`config.mk`:
```
export PLATFORM = sky130hd
export DESIGN_NAME = io_select_decoder
export DESIGN_NICKNAME = d
export VERILOG_FILES = /design/src/rtl/io_pkg.sv /design/src/rtl/io_select_decoder_onehot_dec.sv /design/src/rtl/io_select_decoder.sv
export SDC_FILE = /design/constraint.sdc
export NUM_CORES = 1
export LEC_CHECK = 0
export ABC_AREA = 1
export CAP_MARGIN = 30
export CORE_MARGIN = 2
export CORE_UTILIZATION = 54
export CTS_CLUSTER_DIAMETER = 30
export DETAILED_ROUTE_END_ITERATION = 8
export PLACE_DENSITY = 0.79
export SKIP_LAST_GASP = 1
export SLEW_MARGIN = 15
export SYNTH_ARGS = -nofsm -noshare
export SYNTH_HDL_FRONTEND = slang
export SYNTH_SLANG_ARGS = --single-unit
export TNS_END_PERCENT = 1
```
`constraint.sdc`:
```
create_clock -name clk -period 3.66 [get_ports clk]
set_clock_uncertainty 0.05 [all_clocks]
set_input_delay 0.549 -clock clk [delete_from_list [all_inputs] [get_ports clk]]
set_output_delay 0.549 -clock clk [all_outputs]
set_load 0.02 [all_outputs]
```
`src/rtl/io_pkg.sv`:
```
// -----------------------------------------------------------------------------
// io_pkg
// Shared types and constants for the Nibbler I/O port select logic.
//   io_state_t     : FSM state of io_select_decoder (IDLE / ACTIVE)
//   IO_MODE_PULSE  : enable is held for a fixed number of cycles
//   IO_MODE_LEVEL  : enable is held for as long as load stays high
// -----------------------------------------------------------------------------
package io_pkg;

    typedef enum logic {
        IO_IDLE   = 1'b0,
        IO_ACTIVE = 1'b1
    } io_state_t;

    localparam logic IO_MODE_PULSE = 1'b0;
    localparam logic IO_MODE_LEVEL = 1'b1;

endpackage : io_pkg

```
`src/rtl/io_select_decoder_onehot_dec.sv`:
```
// -----------------------------------------------------------------------------
// onehot_dec
// Purely combinational binary-to-one-hot decoder.
//   sel     in   SEL_W      binary port number
//   onehot  out  NUM_PORTS  one-hot decode of sel, all zero when out of range
//   valid   out  1          sel < NUM_PORTS (unsigned)
// -----------------------------------------------------------------------------
module onehot_dec #(
    parameter int SEL_W     = 4,
    parameter int NUM_PORTS = 16
) (
    input  logic [SEL_W-1:0]     sel,
    output logic [NUM_PORTS-1:0] onehot,
    output logic                 valid
);

    // Only indices below NUM_PORTS are decoded, so an out-of-range sel
    // naturally produces an all-zero vector.
    always_comb begin
        onehot = '0;
        for (int i = 0; i < NUM_PORTS; i++) begin
            if (sel == SEL_W'(i)) begin
                onehot[i] = 1'b1;
            end
        end
    end

    // Compare one bit wider than sel so NUM_PORTS == 2**SEL_W is representable;
    // in that configuration valid is constantly 1.
    assign valid = ({1'b0, sel} < (SEL_W + 1)'(NUM_PORTS));

endmodule : onehot_dec

```
`src/rtl/io_select_decoder.sv`:
```
// -----------------------------------------------------------------------------
// io_select_decoder
// Registered binary-to-one-hot I/O port select for the Nibbler I/O bus, with a
// timed-strobe (PULSE) mode and a held (LEVEL) mode.
//
// Ports
//   clk          in   1          system clock, rising edge
//   rst_n        in   1          synchronous active-low reset
//   load         in   1          request: decode sel this cycle
//   sel          in   SEL_W      binary port number
//   level_mode   in   1          0 = PULSE, 1 = LEVEL (sampled on acceptance)
//   clr_err      in   1          clears sticky error flags
//   onehot       out  NUM_PORTS  registered port enables, at most one bit set
//   busy         out  1          high while an enable is active
//   done         out  1          one-cycle pulse when an enable drops
//   err_range    out  1          sticky: request with sel >= NUM_PORTS
//   err_overrun  out  1          sticky: load seen in PULSE ACTIVE (dropped)
//   dbg_state    out  io_state_t current FSM state, for observation only
//
// Handshake: load is a request that is accepted only in IDLE (including the
// cycle in which done is high). busy is high exactly while an enable is
// driven. done pulses for one cycle on the cycle after the enable drops, and a
// load presented in that cycle starts the next access with no gap cycle.
// -----------------------------------------------------------------------------
module io_select_decoder
    import io_pkg::*;
#(
    parameter int SEL_W      = 4,
    parameter int NUM_PORTS  = 16,
    parameter int STROBE_CYC = 1,
    parameter int CNT_W      = 8
) (
    input  logic                 clk,
    input  logic                 rst_n,
    input  logic                 load,
    input  logic [SEL_W-1:0]     sel,
    input  logic                 level_mode,
    input  logic                 clr_err,
    output logic [NUM_PORTS-1:0] onehot,
    output logic                 busy,
    output logic                 done,
    output logic                 err_range,
    output logic                 err_overrun,
    output io_state_t            dbg_state
);

    localparam logic [CNT_W-1:0] CNT_LAST = CNT_W'(STROBE_CYC);
    localparam logic [CNT_W-1:0] CNT_MAX  = '1;
    localparam logic [CNT_W-1:0] CNT_ONE  = CNT_W'(1);

    io_state_t            state_q, state_d;
    logic                 mode_q, mode_d;
    logic [CNT_W-1:0]     cnt_q, cnt_d;
    logic [NUM_PORTS-1:0] onehot_q, onehot_d;
    logic                 busy_q, busy_d;
    logic                 done_q, done_d;
    logic                 err_range_q, err_range_d;
    logic                 err_overrun_q, err_overrun_d;
    logic                 range_set;
    logic                 overrun_set;

    logic [NUM_PORTS-1:0] dec_onehot;
    logic                 dec_valid;

    onehot_dec #(
        .SEL_W     (SEL_W),
        .NUM_PORTS (NUM_PORTS)
    ) u_dec (
        .sel    (sel),
        .onehot (dec_onehot),
        .valid  (dec_valid)
    );

    // Next-state / next-output logic.
    always_comb begin
        state_d     = state_q;
        mode_d      = mode_q;
        cnt_d       = cnt_q;
        onehot_d    = onehot_q;
        busy_d      = busy_q;
        done_d      = 1'b0;
        range_set   = 1'b0;
        overrun_set = 1'b0;

        if (state_q == IO_IDLE) begin
            onehot_d = '0;
            busy_d   = 1'b0;
            if (load) begin
                if (dec_valid) begin
                    // The registered one-hot vector is the latched port
                    // number; later sel changes cannot disturb it.
                    state_d  = IO_ACTIVE;
                    mode_d   = level_mode;
                    cnt_d    = CNT_ONE;
                    onehot_d = dec_onehot;
                    busy_d   = 1'b1;
                end else begin
                    range_set = 1'b1;
                end
            end
        end else begin
            if (mode_q == IO_MODE_LEVEL) begin
                if (load) begin
                    if (cnt_q != CNT_MAX) begin
                        cnt_d = cnt_q + CNT_ONE;
                    end
                end else begin
                    state_d  = IO_IDLE;
                    onehot_d = '0;
                    busy_d   = 1'b0;
                    done_d   = 1'b1;
                    cnt_d    = '0;
                end
            end else begin
                // Any request while a strobe runs is discarded and flagged.
                if (load) begin
                    overrun_set = 1'b1;
                end
                if (cnt_q == CNT_LAST) begin
                    state_d  = IO_IDLE;
                    onehot_d = '0;
                    busy_d   = 1'b0;
                    done_d   = 1'b1;
                    cnt_d    = '0;
                end else begin
                    cnt_d = cnt_q + CNT_ONE;
                end
            end
        end

        // Sticky flags: a new error in the same cycle beats clr_err.
        err_range_d   = (err_range_q   & ~clr_err) | range_set;
        err_overrun_d = (err_overrun_q & ~clr_err) | overrun_set;
    end

    always_ff @(posedge clk) begin
        if (!rst_n) begin
            state_q       <= IO_IDLE;
            mode_q        <= IO_MODE_PULSE;
            cnt_q         <= '0;
            onehot_q      <= '0;
            busy_q        <= 1'b0;
            done_q        <= 1'b0;
            err_range_q   <= 1'b0;
            err_overrun_q <= 1'b0;
        end else begin
            state_q       <= state_d;
            mode_q        <= mode_d;
            cnt_q         <= cnt_d;
            onehot_q      <= onehot_d;
            busy_q        <= busy_d;
            done_q        <= done_d;
            err_range_q   <= err_range_d;
            err_overrun_q <= err_overrun_d;
        end
    end

    assign onehot      = onehot_q;
    assign busy        = busy_q;
    assign done        = done_q;
    assign err_range   = err_range_q;
    assign err_overrun = err_overrun_q;
    assign dbg_state   = state_q;

endmodule : io_select_decoder
```
==> Word level (Yosys, flattened, before mapping) <==
Cells that the tools add are included.
{ "classes": {"n_addsub": 1, "n_eq_ne": 20, "mux": 40, "bitwise": 5, "n_reduce_logical": 6} }
{ "op_table": {"columns": ["cell", "n"], "rows": [
  ["$mux 16", 5],
  ["$mux 8", 6],
  ["$eq 4x4->1 const B", 8],
  ["$mux 1", 29],
  ["$eq 4x3->1 const B", 4],
  ["$add 8x1->8 const B", 1],
  ["$eq 4x2->1 const B", 2],
  ["$eq 8x1->1 const B", 1],
  ["$ne 8x8->1 const B", 1],
  ["$reduce_and 2->1", 4],
  ["$eq 4x1->1 const B", 1],
  ["$logic_not 4->1", 1],
  ["$ne 4x3->1 const B", 1],
  ["$ne 3x1->1 const B", 1],
  ["$ne 3x3->1 const B", 1],
  ["$and 1x1->1", 2],
  ["$not 1->1", 2],
  ["$reduce_bool 2->1", 1],
  ["$or 1x1->1", 1]
]} }
{ "word_totals": {"reg_bits": 30, "input_bits": 9, "output_inout_bits": 21, "wordCells": 80} }

==> Depth between registers and ports, before layout <==
{ "depth": {"depth_word": 5, "mapped_depth": 10, "depth_no_buf": 9} }

==> Cells and area by module <==
From an unflattened synthesis, not the netlist that was laid out.
{ "hier_totals": {"hier_cells": 216, "area_unflattened_um2": 1440.1} }
{ "modules_own_cells": {"columns": ["mod", "instances", "cells_per_inst", "area_each_um2", "seq_area_each_um2"], "rows": [
  ["io_select_decoder", 1, 186, 1323.8, 600.6],
  ["onehot_dec", 1, 30, 116.4, 0.0]
]} }

==> Worst setup path after synthesis <==
OpenSTA, ideal clock, no wires.
{ "synth_path": {"path_type": "register to register", "from": "register cnt_q[1]", "to": "register onehot_q[13], in the netlist onehot[13]", "setup_ns": 0.068, "arrival_time_ns": 1.266, "required_time_ns": 3.542, "slack_ns": 2.276, "path_stages_with_launch": 11, "path_buffers": 1, "period_less_slack_ns": 1.384, "path_cell_list": "dfxtp_1 > inv_1 > ha_1 > nand2_1 > nor2_1 > nand2_2 > nand3_2 > inv_4 > buf_12 > nand2_4 > a21oi_2"} }
{ "synth_via": {"elab_chain_len": 3} }
{ "synth_rtl": {"columns": ["element", "line_no", "source"], "rows": [
  ["start: declaration", "io_select_decoder.sv:53", "logic [CNT_W-1:0] cnt_q, cnt_d;"],
  ["start signal: assignment", "io_select_decoder.sv:149", "cnt_q <= cnt_d;"],
  ["$eq 8x1->1", "io_select_decoder.sv:119", "if (cnt_q == CNT_LAST) begin"],
  ["$ne 3x1->1 (no source line)", null, null],
  ["$reduce_and 2->1 (no source line)", null, null],
  ["end signal: assignment", "io_select_decoder.sv:150", "onehot_q <= onehot_d;"],
  ["end: declaration", "io_select_decoder.sv:54", "logic [NUM_PORTS-1:0] onehot_q, onehot_d;"]
]} }
No other way between the ends.
A chain may end at the register's enable or synchronous reset.

==> Worst setup path in the final report <==
{ "layout_path": {"from": "register state_q, in the netlist dbg_state", "to": "output dbg_state"} }
{ "layout_rtl": {"columns": ["element", "line_no", "source"], "rows": [
  ["start: declaration", "io_select_decoder.sv:51", "io_state_t state_q, state_d;"],
  ["start signal: assignment", "io_select_decoder.sv:147", "state_q <= state_d;"],
  ["end: declaration", "io_select_decoder.sv:44", "output io_state_t dbg_state"]
]} }
No word-level cell between the ends.

==> results.ini <==
[worst_setup_path]
path_delay_family = buffers and inverters
path_buf_inv = 1
cp-end-kind = primary output
startpoint_type = register
crit_required_ps = 3060
crit_chain = clkdlybuf4s50_1
crit_path_top_delay_cell = clkdlybuf4s50_1
cp.arrival_ps = 1530
critPathMaxStageDelay_ps = 670
crit_type = reg -> out
critPathMaxFanout = 8

[detailed_routing]
drtAntennaViolNets = 0
routed_wl_mm = 3.13
dr.pass1.iters = 4
vias_per_cell = 5.12
drc_errors = 0
post_drt_wl_per_cell_um = 12.4
vias = 1289
drt_iter0_drc = 53

[clock_network]
clock-root-buffer = clkbuf_4
path_clk_slew_ps = 90
cts_max_level = 2
cts_buffers = 5
postCtsHoldBufs = 0
clk_latency_ps = 340
clockBufferDepth = 2
cts_resized = 0
cts_setup_buffers = 0
cts_sinks = 30
cts_tree = done

[synth]
synth_area_leaders = dfxtp_1 39%, nand2_4 10%, nand2_1 9.4%
post-synth-top-area-cell = dfxtp_1
syn_area_sq_mm = 0.00152
synth_top_area_share_pct = 39.4
ys.flop_type = dfxtp_1
syn_avg_cell_area_sq_um = 8.15
ys_async_sr_fraction_pct = 0
synth_fp_nets = 198
yosys_register_bits = 30
synth-edff-count = 0
synth_cell_types = 27
synth_cells = 187
ys_warn_count = 0
ys_seq_area_share_pct = 39.4

[global_route]
grt_pass1_wl_mm = 5.26
track_usage_pct = 20.9
overflow = 0
grt_max_degree = 24
antenna_found_initial = 0
grt_pass1_vias = 1203

[power]
peakVddDrop_mv = 0.288
p_leak_uw = 0.000835
fin_total_pwr_uw = 648
p_per_area_mw_per_mm2 = 344

[timing]
fmax_ghz = 0.471
worst-slew-pin-transition_ps = 838
final_hold_viol_count = 0
min_period_over_period_pct = 58.1
drv_slew = 0
setup_viol = 0
rsz0062_at_grt = no
max-slew-margin-rel_pct = 44.0
finalCriticalPeriod_ps = 2120
setup_slack_ps = 1540
fin_setup_tns_ps = 0

[placed_design]
place_ws_ps = 1480
post_dp_cell_area_sq_mm = 0.00182
gp_congestion = 0.895
io_buffer_count = 29
dp_hpwl_mm = 2.35

[floorplan]
die_y_um = 57.1
coreArea_sq_mm = 0.00271
rows = 19
start_util_pct = 56.2
die-area_sq_mm = 0.00326
die_w_um = 57.1
io_pins = 30

[min_path]
min_path_type = reg -> reg

[cells_and_area]
final_cell_mix = 38 x nand2_1, 30 x dfxtp_1, 29 x clkdlybuf4s50_1
antenna_cells = 0
final_area_sq_mm = 0.00188
postLayoutCoreUtil_pct = 69.5
nNetsFinal = 231
drive_gt1_share_pct = 24.4
area_growth_pct = 23.6
fillers = 230
final_common_cell = nand2_1

[run]
drv_cap = 0

[run_status]
status = complete, no violations

[final cells by class]
class / count / area [sq um] / area share, %
flip-flops and latches: 30 / 601 / 31.9
multi-input cells: 132 / 810 / 43.0
inverters: 22 / 85.1 / 4.52
repair buffers: 29 / 290 / 15.4
clock buffers: 7 / 55.1 / 2.92
clock inverters: 1 / 5.00 / 0.266
well taps: 31 / 38.8 / 2.06
[stage by stage]
| stage | hold WS (ps) | instances |
|---|---|---|
| final | 419 | 252 |
| after global placement | 396 | 244 |
| after floorplan | 413 | 187 |
| after global routing | 436 | 252 |
| after detailed placement | 409 | 244 |
| after CTS | 422 | 252 |
[worst paths after layout]
kind / from / endpoint / slack [ps] / depth (start not counted)
hold reg to reg: onehot[7] / onehot[7] / 420 / 2
hold / removal: onehot[7] / onehot[7] / 420 / 2
setup reg to reg: cnt_q[1] / onehot[11] / 2020 / 9
setup / recovery: dbg_state / dbg_state / 1540 / 1
[logic make-up after synthesis]
kind of cell | synth area share, %
AND/OR/NAND/NOR | 38.9
flip-flops | 39.4
AO/OA/AOI/OAI | 12.6
buffers and inverters | 7.47
adder cells (fa/ha/maj) | 1.64
[synthesized netlist by cell type, types with 2 or more instances]
master	count
a21oi_2	10
dfxtp_1	30
nor3_2	3
nand3_1	14
nand2_2	3
inv_1	16
nor2_4	2
o21ai_0	5
nand4_1	4
nand2_1	38
nand2_4	14
nor2_2	7
ha_1	2
a21oi_1	10
nor2_1	13
inv_2	5
[layer usage]
metal / vias up / wire length (um) / global-route usage [%]
met2: 35 / 1420 / 32.7
met1: 575 / 1470 / 25.8
li1: 672 / - / -
met3: 7 / 184 / 7.48
met5: - / 0 / 0
met4: 0 / 60 / 9.97
[power by group]
group / total (uW) / internal, uW / switching [uW] / leakage [uW]
Combinational: 98.2 / 34.1 / 64.0 / 0.000557
Clock: 207 / 92.9 / 115 / 0.0000353
Sequential: 343 / 334 / 8.68 / 0.000243
Total: 648 / 461 / 187 / 0.000835
[worst min-delay path, stage by stage (launching register included)]
cell and delay [ps]:
dfxtp_1 320, nand2_1 60, a21oi_1 50
[state kept, by name (all words and copies together) (netlist names)]
| register | flops |
|---|---|
| onehot | 16 |
| dbg_state | 1 |
| cnt_q | 8 |
| done | 1 |
| mode_q | 1 |
| err_overrun | 1 |
| busy | 1 |
| err_range | 1 |
(Power assumes the default switching activity.)
